### src/rtl/fxp_mul_pipe.sv
// fxp_mul_pipe: pipelined signed fixed-point multiplier with valid/ready flow
// control, per-beat rounding mode and a configurable output Q-format.
// Build option: define FXP_MUL_SAT_EN to clamp out-of-range results and flag
// them on out_ovf; otherwise results wrap and out_ovf is tied low.
module fxp_mul_pipe #(
    parameter int unsigned INT1     = 6,
    parameter int unsigned FRAC1    = 8,
    parameter int unsigned INT2     = 6,
    parameter int unsigned FRAC2    = 8,
    parameter int unsigned OUT_INT  = 8,
    parameter int unsigned OUT_FRAC = 8,
    parameter int unsigned PIPE     = 3
) (
    input  logic                         clk,
    input  logic                         reset,
    input  logic                         in_valid,
    output logic                         in_ready,
    input  logic [INT1+FRAC1-1:0]        a,
    input  logic [INT2+FRAC2-1:0]        b,
    input  logic                         rnd_mode,
    output logic                         out_valid,
    input  logic                         out_ready,
    output logic [OUT_INT+OUT_FRAC-1:0]  out_data,
    output logic                         out_ovf
);

    localparam int unsigned AW    = INT1 + FRAC1;
    localparam int unsigned BW    = INT2 + FRAC2;
    localparam int unsigned W     = AW + BW;
    localparam int unsigned S     = FRAC1 + FRAC2 - OUT_FRAC;
    localparam int unsigned OW    = OUT_INT + OUT_FRAC;
    localparam int unsigned ND    = PIPE - 2;
    localparam int unsigned RC_SH = (S > 0) ? S - 1 : 0;

    // Reject configurations the datapath cannot represent
    if (OUT_FRAC > FRAC1 + FRAC2) begin : g_bad_frac
        $error("fxp_mul_pipe: OUT_FRAC must not exceed FRAC1+FRAC2");
    end
    if (PIPE < 3) begin : g_bad_pipe
        $error("fxp_mul_pipe: PIPE must be at least 3");
    end

    logic                 en;
    logic signed [AW-1:0] a_q;
    logic signed [BW-1:0] b_q;
    logic                 m1_q;
    logic                 v1_q;
    logic signed [W-1:0]  prod_d;
    logic signed [W-1:0]  p_q [ND];
    logic                 m_q [ND];
    logic                 v_q [ND];
    logic signed [W:0]    p_ext;
    logic signed [W:0]    rc;
    logic signed [W:0]    sum;
    logic signed [W:0]    r;
    logic [OW-1:0]        data_d;
    logic                 ovf_d;
    logic [OW-1:0]        out_data_q;
    logic                 out_valid_q;
    logic                 out_ovf_q;

    // Single stall domain: everything advances unless a result is waiting
    assign en        = !out_valid_q || out_ready;
    assign in_ready  = en;
    assign out_valid = out_valid_q;
    assign out_data  = out_data_q;
    assign out_ovf   = out_ovf_q;

    // Stage 1: capture operands and mode on acceptance
    always_ff @(posedge clk or posedge reset) begin
        if (reset) begin
            a_q  <= '0;
            b_q  <= '0;
            m1_q <= 1'b0;
            v1_q <= 1'b0;
        end else if (en) begin
            v1_q <= in_valid;
            if (in_valid) begin
                a_q  <= a;
                b_q  <= b;
                m1_q <= rnd_mode;
            end
        end
    end

    // Exact product; binary points add so only sign extension is needed
    assign prod_d = W'(a_q) * W'(b_q);

    // Stage 2 and the optional delay stages carrying P, mode and valid
    for (genvar i = 0; i < ND; i++) begin : g_stage
        if (i == 0) begin : g_mul
            // Stage 2: register the full product
            always_ff @(posedge clk or posedge reset) begin
                if (reset) begin
                    p_q[0] <= '0;
                    m_q[0] <= 1'b0;
                    v_q[0] <= 1'b0;
                end else if (en) begin
                    p_q[0] <= prod_d;
                    m_q[0] <= m1_q;
                    v_q[0] <= v1_q;
                end
            end
        end else begin : g_dly
            // Plain delay register for the product and its side bits
            always_ff @(posedge clk or posedge reset) begin
                if (reset) begin
                    p_q[i] <= '0;
                    m_q[i] <= 1'b0;
                    v_q[i] <= 1'b0;
                end else if (en) begin
                    p_q[i] <= p_q[i-1];
                    m_q[i] <= m_q[i-1];
                    v_q[i] <= v_q[i-1];
                end
            end
        end
    end

    // Round and rescale in W+1 bits so the rounding add cannot overflow
    always_comb begin
        p_ext = (W+1)'(p_q[ND-1]);
        rc    = '0;
        if ((S > 0) && m_q[ND-1]) begin
            rc = (W+1)'(1) << RC_SH;
        end
        sum = p_ext + rc;
        r   = sum >>> S;
    end

`ifdef FXP_MUL_SAT_EN
    localparam logic [OW-1:0] MAX_V = {1'b0, {(OW-1){1'b1}}};
    localparam logic [OW-1:0] MIN_V = {1'b1, {(OW-1){1'b0}}};
    logic rng_ovf;

    // R fits in OW bits exactly when all bits from the output sign bit up agree
    if (OW <= W) begin : g_rng
        logic [W-OW+1:0] hi;
        assign hi      = r[W:OW-1];
        assign rng_ovf = !((&hi) || !(|hi));
    end else begin : g_rng_none
        assign rng_ovf = 1'b0;
    end

    // Clamp toward the sign of R on overflow
    always_comb begin
        data_d = OW'(r);
        ovf_d  = rng_ovf;
        if (rng_ovf) begin
            data_d = r[W] ? MIN_V : MAX_V;
        end
    end
`else
    // Wrap: keep the low OW bits of R
    always_comb begin
        data_d = OW'(r);
        ovf_d  = 1'b0;
    end
`endif

    // Final stage: output registers, held while the consumer stalls
    always_ff @(posedge clk or posedge reset) begin
        if (reset) begin
            out_valid_q <= 1'b0;
            out_data_q  <= '0;
            out_ovf_q   <= 1'b0;
        end else if (en) begin
            out_valid_q <= v_q[ND-1];
            if (v_q[ND-1]) begin
                out_data_q <= data_d;
                out_ovf_q  <= ovf_d;
            end
        end
    end

endmodule

### config.mk
export PLATFORM = sky130hd
export DESIGN_NAME = fxp_mul_pipe
export DESIGN_NICKNAME = d
export VERILOG_FILES = /design/src/rtl/fxp_mul_pipe.sv
export SDC_FILE = /design/constraint.sdc
export NUM_CORES = 1
export LEC_CHECK = 0
export ABC_AREA = 1
export CELL_PAD_IN_SITES_DETAIL_PLACEMENT = 1
export CELL_PAD_IN_SITES_GLOBAL_PLACEMENT = 1
export CORE_MARGIN = 2
export CORE_UTILIZATION = 30
export DETAILED_ROUTE_END_ITERATION = 7
export PLACE_DENSITY_LB_ADDON = 0.25
export SETUP_SLACK_MARGIN = 0.2
export SYNTH_ARGS = -nofsm -noshare
export SYNTH_HDL_FRONTEND = slang
export SYNTH_SLANG_ARGS = --single-unit
### constraint.sdc
create_clock -name clk -period 7.3 [get_ports clk]
set_input_delay 1.825 -clock clk [delete_from_list [all_inputs] [get_ports clk]]
set_output_delay 1.825 -clock clk [all_outputs]
set_load 0.01 [all_outputs]
==> flow_summary.yaml <==
grt:
  grt_start_max_net_pins: 67
  antenna_found_initial: 1
  grt_use_total: 0.174
  grt_pass1_wl_mm: 45.8
  gr-total-overflow: 0
  grt_pass1_vias: 8772
setup_path:
  startpoint_type: "register"
  critical_path_arrival_ns: 6.30
  critical-path-slowest-cell: "dfrtp_1"
  crit_start: "b_q[2]"
  reg2reg_from: "b_q[2]"
  crit_type: "reg -> reg"
  cp.required_ns: 7.52
  worst-path-max-fanout: 15
  path_cells: "nand2_1 -> fa_1 -> fa_1 -> inv_1 -> fa_1 -> fa_1 -> fa_1 -> inv_1 -> fa_1 -> inv_1 -> ha_1 -> nand2_1 -> nor4_1 -> o21ai_0 -> nand3_1 -> nand2_1 -> nand3_1 -> o21ai_0"
  critPathMaxStageDelay_ns: 0.74
  path_common_cell: "fa_1"
  endpoint_kind: "register"
final_layout:
  nets: 1542
  area_delta_synth_final_pct: 12.1
  mostFrequentLayoutCell: "inv_1"
  seqCellArea_mm2: 0.00165
  multi_input_area_mm2: 0.00681
  diodes: 0
  fillers: 3961
  drive_gt1_frac: 0.0528
  layout_common_cells: "inv_1 (349), nand2_1 (328), fa_1 (165)"
sta:
  fin_worst_skew_ns: 0.0182
  slew_viol_final: 0
  grt_setup_unrepaired: "no"
  tightest_slew_ns: 1.01
  hold_viol_final: 0
  min_period_over_period: 0.834
  slew_headroom: 0.323
  tns_ns: 0
  max_clock_freq_mhz: 164
  setup_viol: 0
  final.min_clock_period_ns: 6.08
job:
  cap_violations: 0
status:
  status: "completed"
floorplanning:
  core_mm2: 0.0326
  chipHeight_um: 186
  io_pins: 52
  fp.dieW_um: 186
  fp.dieArea_mm2: 0.0346
  start_util: 0.305
  rows: 66
cts:
  cts-buffers-inserted: 9
  clk-insertion-delay-late_ns: 0.38
  clk_path_buf_depth: 2
  cts.sink_count: 66
  clockRootBuffer: "clkbuf_16"
  post_cts_buffers: 0
  htreeDepth: 3
  holdBufCountCts: 0
  cts_tree: "done"
  clk_pin_slew_ns: 0.07
  post_cts_resized: 0
hold_path:
  hold_path_startpoint: "v_q"
  hp-class: "reg -> reg"
drt:
  postRouteAntennaNets: 0
  wl_per_cell_um: 15.7
  drc: 0
  finalWirelength_mm: 27.2
  avgViaCountPerCell: 4.44
  drt_iter0_drc: 342
  vias: 7685
  drt-pass1-iter-count: 7
logic_synthesis:
  synth-compound-area-share: 0.0423
  synth_edf_count: 0
  synth_seq_cells: 66
  syn_inst: 1257
  synthMuxAreaShare: 0.0283
  synth-seq-area-share: 0.166
  async_reset_ff_frac: 1.00
  synth_top_family_by_area: "adder cells"
  synth_top_flop_cell: "dfrtp_1"
  syn_nets: 1515
  synthSimpleGateAreaFrac: 0.190
  synth_xor_area_frac: 0.0159
  ys_warn_count: 0
  synth_cell_types: 37
  netlist_area_mm2: 0.00994
  synth_adder_area_share: 0.408
  avgSynthCellArea_um2: 7.91
placement:
  portBuffers: 50
  hpwl_mm: 22.1
  gp_congestion: 0.839
## cell families (layout without fill, tap and decap cells)
group,count (synthesis),in the layout
simple gates,458,458
other cells,1,1
fa+ha+maj,225,225
xor+xnor,18,18
compound gates,74,74
mux,25,25
flops,66,66
buf+inv,390,422
## layer usage
metal,track usage,vias to the layer above,routed length [um],share of wire
met5,0,-,0,0
met4,0.0400,0,341,0.013
met3,0.0209,16,640,0.024
met2,0.316,84,14000,0.51
met1,0.219,3888,12200,0.45
li1,-,3697,-,-
## metrics by stage
step / utilization / instances / worst slack (ns) / area, um^2 / hold slack [ns]
finish: 0.342 / 1731 / 1.22 / 11100 / 0.477
global route: 0.342 / 1731 / 0.858 / 11100 / 0.496
CTS: 0.342 / 1731 / 1.18 / 11100 / 0.482
detailed placement: 0.333 / 1715 / 1.23 / 10900 / 0.468
global placement: 0.333 / 1715 / 1.16 / 10900 / 0.460
floorplan: - / 1257 / 2.09 / 9940 / 0.436
## worst paths after layout
| kind | to | slack [ns] | depth (start not counted) |
|---|---|---|---|
| hold reg to reg | out_valid | 0.48 | 2 |
| setup reg to reg | p_q[20] | 1.22 | 18 |
| min in group asynchronous | out_data[15] | 2.08 | 3 |
| max in group asynchronous | a_q[3] | 4.57 | 3 |
| setup / recovery | p_q[20] | 1.22 | 18 |
| hold / removal | out_valid | 0.48 | 2 |
## state kept, by name, indices dropped and copies added, names as in the netlist
name       count
a_q           14
b_q           14
m1_q           1
m_q            1
out_data      16
out_valid      1
p_q           17
v1_q           1
v_q            1
## critical path, delay by kind of cell, from the launching register on
kind,cells,cell delay (ns)
compound gates,2,0.35
flops,1,0.74
buf+inv,3,0.28
fa+ha+maj,7,3.58
simple gates,6,0.98
## Yosys cell counts, drive strengths merged (12+ instances only)
master  number  area [um^2]
ha          60          751
dfrtp       66         1650
o21ai       34          170
a21oi       26          130
clkbuf      30          113
fa         165         3300
inv        353         1330
nor3        12         70.1
xor2        12          105
nor2        49          194
nand2      336         1280
nand3       46          250
mux2        25          282
## cell type report
cell class | count | area share
clock buffers | 12 | 0.0230
clock inverters | 4 | 0.00236
inverters | 353 | 0.119
multi-input cells | 801 | 0.611
flip-flops and latches | 66 | 0.148
well taps | 442 | 0.0496
repair buffers | 53 | 0.0469
Power is not shown: default switching activity piles up to over one toggle a cycle in this logic, so the estimate is an artifact.
